`config.mk`:
```
export PLATFORM = sky130hd
export DESIGN_NAME = branch_predictor
export DESIGN_NICKNAME = d
export VERILOG_FILES = /design/src/rtl/branch_predictor.sv
export SDC_FILE = /design/constraint.sdc
export NUM_CORES = 1
export LEC_CHECK = 0
export ABC_AREA = 1
export CELL_PAD_IN_SITES_DETAIL_PLACEMENT = 0
export CELL_PAD_IN_SITES_GLOBAL_PLACEMENT = 1
export CORE_MARGIN = 2
export CORE_UTILIZATION = 39
export DETAILED_ROUTE_END_ITERATION = 8
export HOLD_SLACK_MARGIN = 0.02
export MAX_ROUTING_LAYER = met4
export PLACE_DENSITY_LB_ADDON = 0.05
export SLEW_MARGIN = 10
export SYNTH_ARGS = -nofsm -noshare
export SYNTH_HDL_FRONTEND = slang
export SYNTH_SLANG_ARGS = --single-unit
```
`constraint.sdc`:
```
create_clock -name clk_i -period 4.8 [get_ports clk_i]
set_clock_uncertainty 0.05 [all_clocks]
set_input_delay 0.72 -clock clk_i [delete_from_list [all_inputs] [get_ports clk_i]]
set_output_delay 0.72 -clock clk_i [all_outputs]
set_load 0.1 [all_outputs]
```
`src/rtl/branch_predictor.sv`:
```
// -----------------------------------------------------------------------------
// branch_predictor
//
// Direction predictor built from a table of 2^IDX_W two-bit saturating
// counters (00 strong-NT, 01 weak-NT, 10 weak-T, 11 strong-T).
//
// Prediction is purely combinational: the fetch PC selects a counter and
// its MSB is the predicted direction. Resolving branches hand back the
// index they were predicted with and train that counter on the clock edge.
// A registered flush pulse and a saturating 16-bit miss counter report
// direction mispredictions.
//
// Optional feature: define BRANCH_PREDICTOR_GSHARE_EN to XOR the PC index
// with an IDX_W-bit global history register (gshare). Without the macro the
// table is indexed by PC bits only and no history register exists.
//
// Ports
//   clk_i         in   1      clock, all state changes on rising edge
//   rst_i         in   1      asynchronous active-high reset
//   Pred_valid_i  in   1      fetch requests a prediction this cycle
//   Pred_pc_i     in   32     PC of the fetched instruction
//   Pred_taken_o  out  1      predicted direction (1 = taken)
//   Pred_idx_o    out  IDX_W  table index used for this prediction
//   Upd_valid_i   in   1      a conditional branch resolved this cycle
//   Upd_idx_i     in   IDX_W  index carried back by the resolving branch
//   Upd_taken_i   in   1      actual branch outcome
//   Upd_pred_i    in   1      direction that was predicted for that branch
//   Mispredict_o  out  1      registered flush request, one cycle per miss
//   Miss_cnt_o    out  16     saturating count of mispredictions
// -----------------------------------------------------------------------------
module branch_predictor #(
    parameter int IDX_W = 6
) (
    input  logic             clk_i,
    input  logic             rst_i,
    input  logic             Pred_valid_i,
    input  logic [31:0]      Pred_pc_i,
    output logic             Pred_taken_o,
    output logic [IDX_W-1:0] Pred_idx_o,
    input  logic             Upd_valid_i,
    input  logic [IDX_W-1:0] Upd_idx_i,
    input  logic             Upd_taken_i,
    input  logic             Upd_pred_i,
    output logic             Mispredict_o,
    output logic [15:0]      Miss_cnt_o
);

    localparam int ENTRIES = 1 << IDX_W;

    // Counter encodings
    localparam logic [1:0] CTR_STRONG_NT = 2'b00;
    localparam logic [1:0] CTR_WEAK_NT   = 2'b01;
    localparam logic [1:0] CTR_STRONG_T  = 2'b11;

    localparam logic [15:0] MISS_MAX = 16'hFFFF;

    // -------------------------------------------------------------------------
    // Prediction index
    // -------------------------------------------------------------------------
    logic [IDX_W-1:0] pc_idx;
    logic [IDX_W-1:0] pred_idx;

    // Instructions are word aligned, so the two LSBs carry no information.
    assign pc_idx = Pred_pc_i[IDX_W+1:2];

    // PC bits outside the index window are intentionally ignored.
    logic unused_pc_bits;
    assign unused_pc_bits = ^{Pred_pc_i[31:IDX_W+2], Pred_pc_i[1:0]};

`ifdef BRANCH_PREDICTOR_GSHARE_EN
    // Global history of resolved outcomes, newest outcome in bit 0.
    logic [IDX_W-1:0] ghr_reg;
    logic [IDX_W-1:0] ghr_next;

    always_comb begin
        ghr_next = ghr_reg;
        if (Upd_valid_i) begin
            ghr_next = {ghr_reg[IDX_W-2:0], Upd_taken_i};
        end
    end

    always_ff @(posedge clk_i or posedge rst_i) begin
        if (rst_i) begin
            ghr_reg <= '0;
        end else begin
            ghr_reg <= ghr_next;
        end
    end

    // A prediction in the same cycle as an update sees the old history,
    // because ghr_reg only moves on the edge.
    assign pred_idx = pc_idx ^ ghr_reg;
`else
    assign pred_idx = pc_idx;
`endif

    // -------------------------------------------------------------------------
    // Counter table
    //
    // Every counter has to snap to weak-NT asynchronously on reset, so the
    // table is a bank of flops rather than a RAM. Each entry owns its own
    // register and update logic; the packed view ctr_vec is the read port.
    // -------------------------------------------------------------------------
    logic [ENTRIES-1:0][1:0] ctr_vec;

    for (genvar gi = 0; gi < ENTRIES; gi++) begin : g_ctr
        logic [1:0] ctr_reg;
        logic [1:0] ctr_next;
        logic       hit;

        assign hit = Upd_valid_i && (Upd_idx_i == IDX_W'(gi));

        always_comb begin
            ctr_next = ctr_reg;
            if (hit) begin
                if (Upd_taken_i) begin
                    if (ctr_reg != CTR_STRONG_T) begin
                        ctr_next = ctr_reg + 2'd1;
                    end
                end else begin
                    if (ctr_reg != CTR_STRONG_NT) begin
                        ctr_next = ctr_reg - 2'd1;
                    end
                end
            end
        end

        always_ff @(posedge clk_i or posedge rst_i) begin
            if (rst_i) begin
                ctr_reg <= CTR_WEAK_NT;
            end else begin
                ctr_reg <= ctr_next;
            end
        end

        assign ctr_vec[gi] = ctr_reg;
    end

    // Read is from the registered table, so a same-cycle update to the same
    // entry is not visible until the following cycle.
    assign Pred_idx_o   = pred_idx;
    assign Pred_taken_o = Pred_valid_i & ctr_vec[pred_idx][1];

    // -------------------------------------------------------------------------
    // Misprediction reporting
    // -------------------------------------------------------------------------
    logic        miss_event;
    logic        mispredict_reg;
    logic [15:0] miss_cnt_reg;
    logic [15:0] miss_cnt_next;

    assign miss_event = Upd_valid_i & (Upd_taken_i ^ Upd_pred_i);

    always_comb begin
        miss_cnt_next = miss_cnt_reg;
        if (miss_event && (miss_cnt_reg != MISS_MAX)) begin
            miss_cnt_next = miss_cnt_reg + 16'd1;
        end
    end

    always_ff @(posedge clk_i or posedge rst_i) begin
        if (rst_i) begin
            mispredict_reg <= 1'b0;
            miss_cnt_reg   <= '0;
        end else begin
            mispredict_reg <= miss_event;
            miss_cnt_reg   <= miss_cnt_next;
        end
    end

    assign Mispredict_o = mispredict_reg;
    assign Miss_cnt_o   = miss_cnt_reg;

endmodule

```
=== After elaboration in Yosys (flattened, before gate mapping) ===
Index checks and enable logic that the tools add are counted.

* Bits in registers: 145

* Add/sub/neg operators: 129
* Order comparisons: 1
* Equal/unequal tests: 192
* Mux-type cells: 194
* Bitwise logic cells: 3
* Reduce and logical (&&, ||, !) cells: 258

{| class="wikitable"
|+ Operators by type and width
! operator !! count
|-
| 2-to-1 mux 2 bit || 193
|-
| nonzero test 2 bit || 128
|-
| == test 6 bit (second input constant) || 32
|-
| AND reduction 3 bit || 64
|-
| adder 2 x 1 -> 2 bit (second input constant) || 64
|-
| != test 2 x 1 -> 1 bit (second input constant) || 64
|-
| != test 2 bit (second input constant) || 64
|-
| subtractor 2 x 1 -> 2 bit (second input constant) || 64
|-
| == test 6 x 5 -> 1 bit (second input constant) || 16
|-
| logical AND 1 bit || 65
|-
| == test 6 x 4 -> 1 bit (second input constant) || 8
|-
| == test 6 x 3 -> 1 bit (second input constant) || 4
|-
| adder 16 x 1 -> 16 bit (second input constant) || 1
|-
| != test 16 bit (second input constant) || 1
|-
| binary-select mux 2 bit (select 6 bit) || 1
|-
| == test 6 x 2 -> 1 bit (second input constant) || 2
|-
| less-than comparator 6 x 7 -> 1 bit (second input constant) || 1
|-
| == test 6 x 1 -> 1 bit (second input constant) || 1
|-
| zero test 6 bit || 1
|-
| bitwise AND 1 bit || 2
|-
| XOR 1 bit || 1
|}

=== Logic depth before layout (Yosys ltp) ===
* Depth after elaboration: 3
* Mapped depth: 11
* Mapped depth without buffers: 10

=== Worst setup path before layout ===
No wires, ideal clock.

* Path kind: input-to-output
* Start: in Pred_pc_i[2]
* End: out Pred_taken_o
* Arrival time: 3.056 ns
* Slack: 0.974 ns
* Stages on the path: 10
* Cell sequence: buf_2 > clkbuf_1 > nand2_1 > nand3_1 > nand3_1 > nand2_1 > nand2_1 > nand3_1 > nand3_1 > a21oi_1

* Cells in the longest elaborated chain, start to end: 3

{| class="wikitable"
|+ RTL lines
! item !! line !! text
|-
| from (decl) || 37 || <nowiki>input logic [31:0] Pred_pc_i,</nowiki>
|-
| binary-select mux 2 bit (select 6 bit) || 142 || <nowiki>assign Pred_taken_o = Pred_valid_i & ctr_vec[pred_idx][1];</nowiki>
|-
| 2-to-1 mux 2 bit (not written as such) || 142 ||
|-
| bitwise AND 1 bit || 142 ||
|-
| to (decl) || 38 || <nowiki>output logic Pred_taken_o,</nowiki>
|}

No other way between the ends. The select of a mux whose other input is x is not followed.

=== Final worst setup path ===
Ends and elaborated chain as after synthesis.

==> impl_results.md <==
- Crit. End Element: output pin
- Finish-stage setup viols: 0
- Cell family with most CP delay: buffers and inverters
- YS warnings: 0
- Vias/cell: 5.10
- Number of global-route vias before repair: 6439
- CTS Hold Bufs: 0
- Flop-to-flop setup slack: 2.89 ns
- Hold Slack: 0.407 ns
- WHS Path Cells: 2
- Antenna-violating nets left: 0
- Layout fillers: 1980
- Mean routed wirelength per cell: 15.5 µm
- CTS Root Cell: clkbuf_16
- DRT Pass-1 Iters: 7
- CORE AREA: 19500 µm²
- Most used cell, CP: nand3_1
- FF+latch count, synth: 145
- GP Congestion: 0.796
- Yosys top cell area share: 26.1%
- CTS Buffer Depth: 2
- Sequential area share after synthesis: 47.8%
- Post-CTS setup repair buffer count: 0
- RSZ-0062 raised after global routing: false
- Mean Syn Cell Area: 7.44 µm²
- FMAX: 273 MHz
- Worst-margin pin slew: 0.979 ns
- Die H: 145 µm
- Initial antenna violation count: 0
- Synthesized netlist cell count: 1043
- Gr usage total: 21.2%
- Placed instance area: 8390 µm²
- Nets: 1115
- Max-slew headroom: 34.5%
- Total number of vias: 6869
- Reg clk slew, reported paths: 0.06 ns
- Crit path kind: in -> out
- Part of the cycle the worst path needs: 76.3%
- Final instance area: 9040 µm²
- Min cycle time layout: 3.66 ns
- Slew Limit Fails: 0
- Setup TNS Final: 0 ns
- DP Worst Slack: 1.14 ns
- Post_cts resized: 0
- Skew-Pair Late Insertion Delay: 0.43 ns
- Worst Hold Class: reg -> reg
- Hold_sp: g_ctr[18].ctr_reg[0]
- Total power: 0.00369 W
- Largest net degree at the start of global routing: 83
- I/O pin cnt: 68
- Slowest cell on the critical path: clkdlybuf4s50_1
- Reg-to-Reg Start: Miss_cnt_o[0]
- LEAKAGE: 3.69 nW
- Routed WL: 20.9 mm
- DP Wirelength: 13.6 mm
- CP bufs+invs: 3
- Worst path cell trace: clkdlybuf4s50_1 -> buf_4 -> nand2_1 -> nand3_1 -> nand3_1 -> nand2_1 -> nand2_1 -> nand3_1 -> nand3_1 -> a21oi_1 -> buf_12
- Number of max-cap violations: 0
- Critical path arrival: 2.89 ns
- Layout cells sized above 1: 11.1%
- Main area contributors after synthesis: dfrtp_1 26%, dfstp_2 22%, o21ai_0 15%, nand2_1 13%, nor2_1 5.6%
- Worst EP required: 4.03 ns
- R2R cell count: 8
- Initial Utilization: 39.8%
- TritonCTS clock tree: yes
- Worst Hold Endpoint: g_ctr[18].ctr_reg[0]
- Rows: 51
- Most used DFF post-synth: dfrtp_1
- Number of H-tree levels: 4
- VDD IR-drop max: 428 µV
- Synth-to-Final Area Change: 16.6%
- Endpoints failing hold: 0
- Max stage delay on crit path: 0.47 ns
- TritonCTS Buffers: 17
- Status: finished, final reports clean
- Clock Sinks: 145
- Largest area contributor in the netlist: dfrtp_1
- Crit Path Max Fanout: 33
- First-pass GRT wire length: 34.3 mm
- Grt ovf: 0
- Cell area after synthesis: 7750 µm²
- Worst r2r dst: Miss_cnt_o[15]
- Library cells used by synthesis: 30
- Port bufs: 41
- Cell Pwr Density: 408 nW/µm²
- Final WS setup: 1.14 ns
- Max reg flops: 128
- Die area: 21000 µm²
- Residual DRC count: 0
- Number of diodes: 0
- DRT iter0 DRCs: 437
- Syn_nets: 1088
- CP startpoint kind: input port
- FFs w/ async S/R, synth: 100%
- Die width: 145 µm
- Post-synth EDFFs: 0
## synthesized netlist by cell type (3+ instances only)
cell      count
a21oi_1      55
dfrtp_1      81
buf_2        11
nor3_2        3
dfstp_2      64
nand4_1       5
inv_2         4
o21ai_0     228
nor3_1        6
buf_4         6
xor2_1        7
o21ba_2       3
nand2_1     270
nand3_1      61
clkbuf_1     24
inv_1        72
xnor2_1       8
nor2_1      116
## layout make-up
type | instances | area (µm²) | share of cell area, %
Tap cell | 265 | 332 | 3.67
Clock buffer | 22 | 464 | 5.13
Timing Repair Buffer | 51 | 500 | 5.53
Sequential cell | 145 | 3710 | 41.0
Multi-Input combinational cell | 779 | 3560 | 39.4
Inverter | 76 | 290 | 3.21
Clock inverter | 10 | 184 | 2.03
## metrics by stage
| step | instances | util, % |
|---|---|---|
| after floorplan | 1043 | - |
| after global placement | 1316 | 43.1 |
| after detailed placement | 1316 | 43.1 |
| after CTS | 1348 | 46.5 |
| after global routing | 1348 | 46.5 |
| final | 1348 | 46.5 |
## worst max path at each step
stage | startpoint | endpoint | slack (ns) | depth (start not counted)
floorplan | rst_i | Mispredict_o | 0.24 | 1
global placement | Pred_pc_i[2] | Pred_taken_o | 1.11 | 11
detailed placement | Pred_pc_i[2] | Pred_taken_o | 1.14 | 11
CTS | Pred_pc_i[2] | Pred_taken_o | 1.13 | 11
global route | Pred_pc_i[2] | Pred_taken_o | 1.02 | 11
finish | Pred_pc_i[2] | Pred_taken_o | 1.14 | 11
## cell families (layout without fill, tap and decap cells)
group / Yosys count / count (layout) / share of synthesized area [%]
AO/OA/AOI/OAI: 298 / 298 / 19.8
buffers and inverters: 119 / 159 / 6.23
AND/OR/NAND/NOR: 465 / 465 / 24.3
flip-flops: 145 / 145 / 47.8
XOR/XNOR: 15 / 15 / 1.69
adder cells (fa/ha/maj): 1 / 1 / 0.161
## per-layer routing
metal  part of all wire (%)  GRT usage, %  wire length, µm
met3                    3.2          3.02              674
met4                    1.0          6.19              216
met5                      0             -                0
met2                     46          32.9             9520
met1                     50          29.2            10500
## tightest hold or removal path, cell delays in order (launching register included)
cell,delay [ns]
dfstp_2,0.36
inv_1,0.04
a21oi_1,0.05
## report_power, final
part | switching [W] | internal [W]
sequential | 0.000132 | 0.00143
combinational | 0.000449 | 0.000190
clock | 0.000537 | 0.000950
total | 0.00112 | 0.00257
## cell usage in the layout (no fill, tap or decap), drive strengths merged
cell and count:
a21oi 55, bufinv 5, nor3 10, clkinv 3, dfrtp 81, clkinvlp 2
inv 76, xnor2 8, o21bai 1, nand2 270, clkbuf 22, nor2 116
o21ba 3, nor3b 2, o22ai 1, buf 14, o21a 2, a22oi 2
dfstp 64, nand3b 1, o31ai 2, clkdlybuf4s50 37, o211ai 2, nand3 61
ha 1, a211oi 2, o21ai 228, xor2 7, nand4 5
Note: power is estimated with default switching activity, not from simulation.
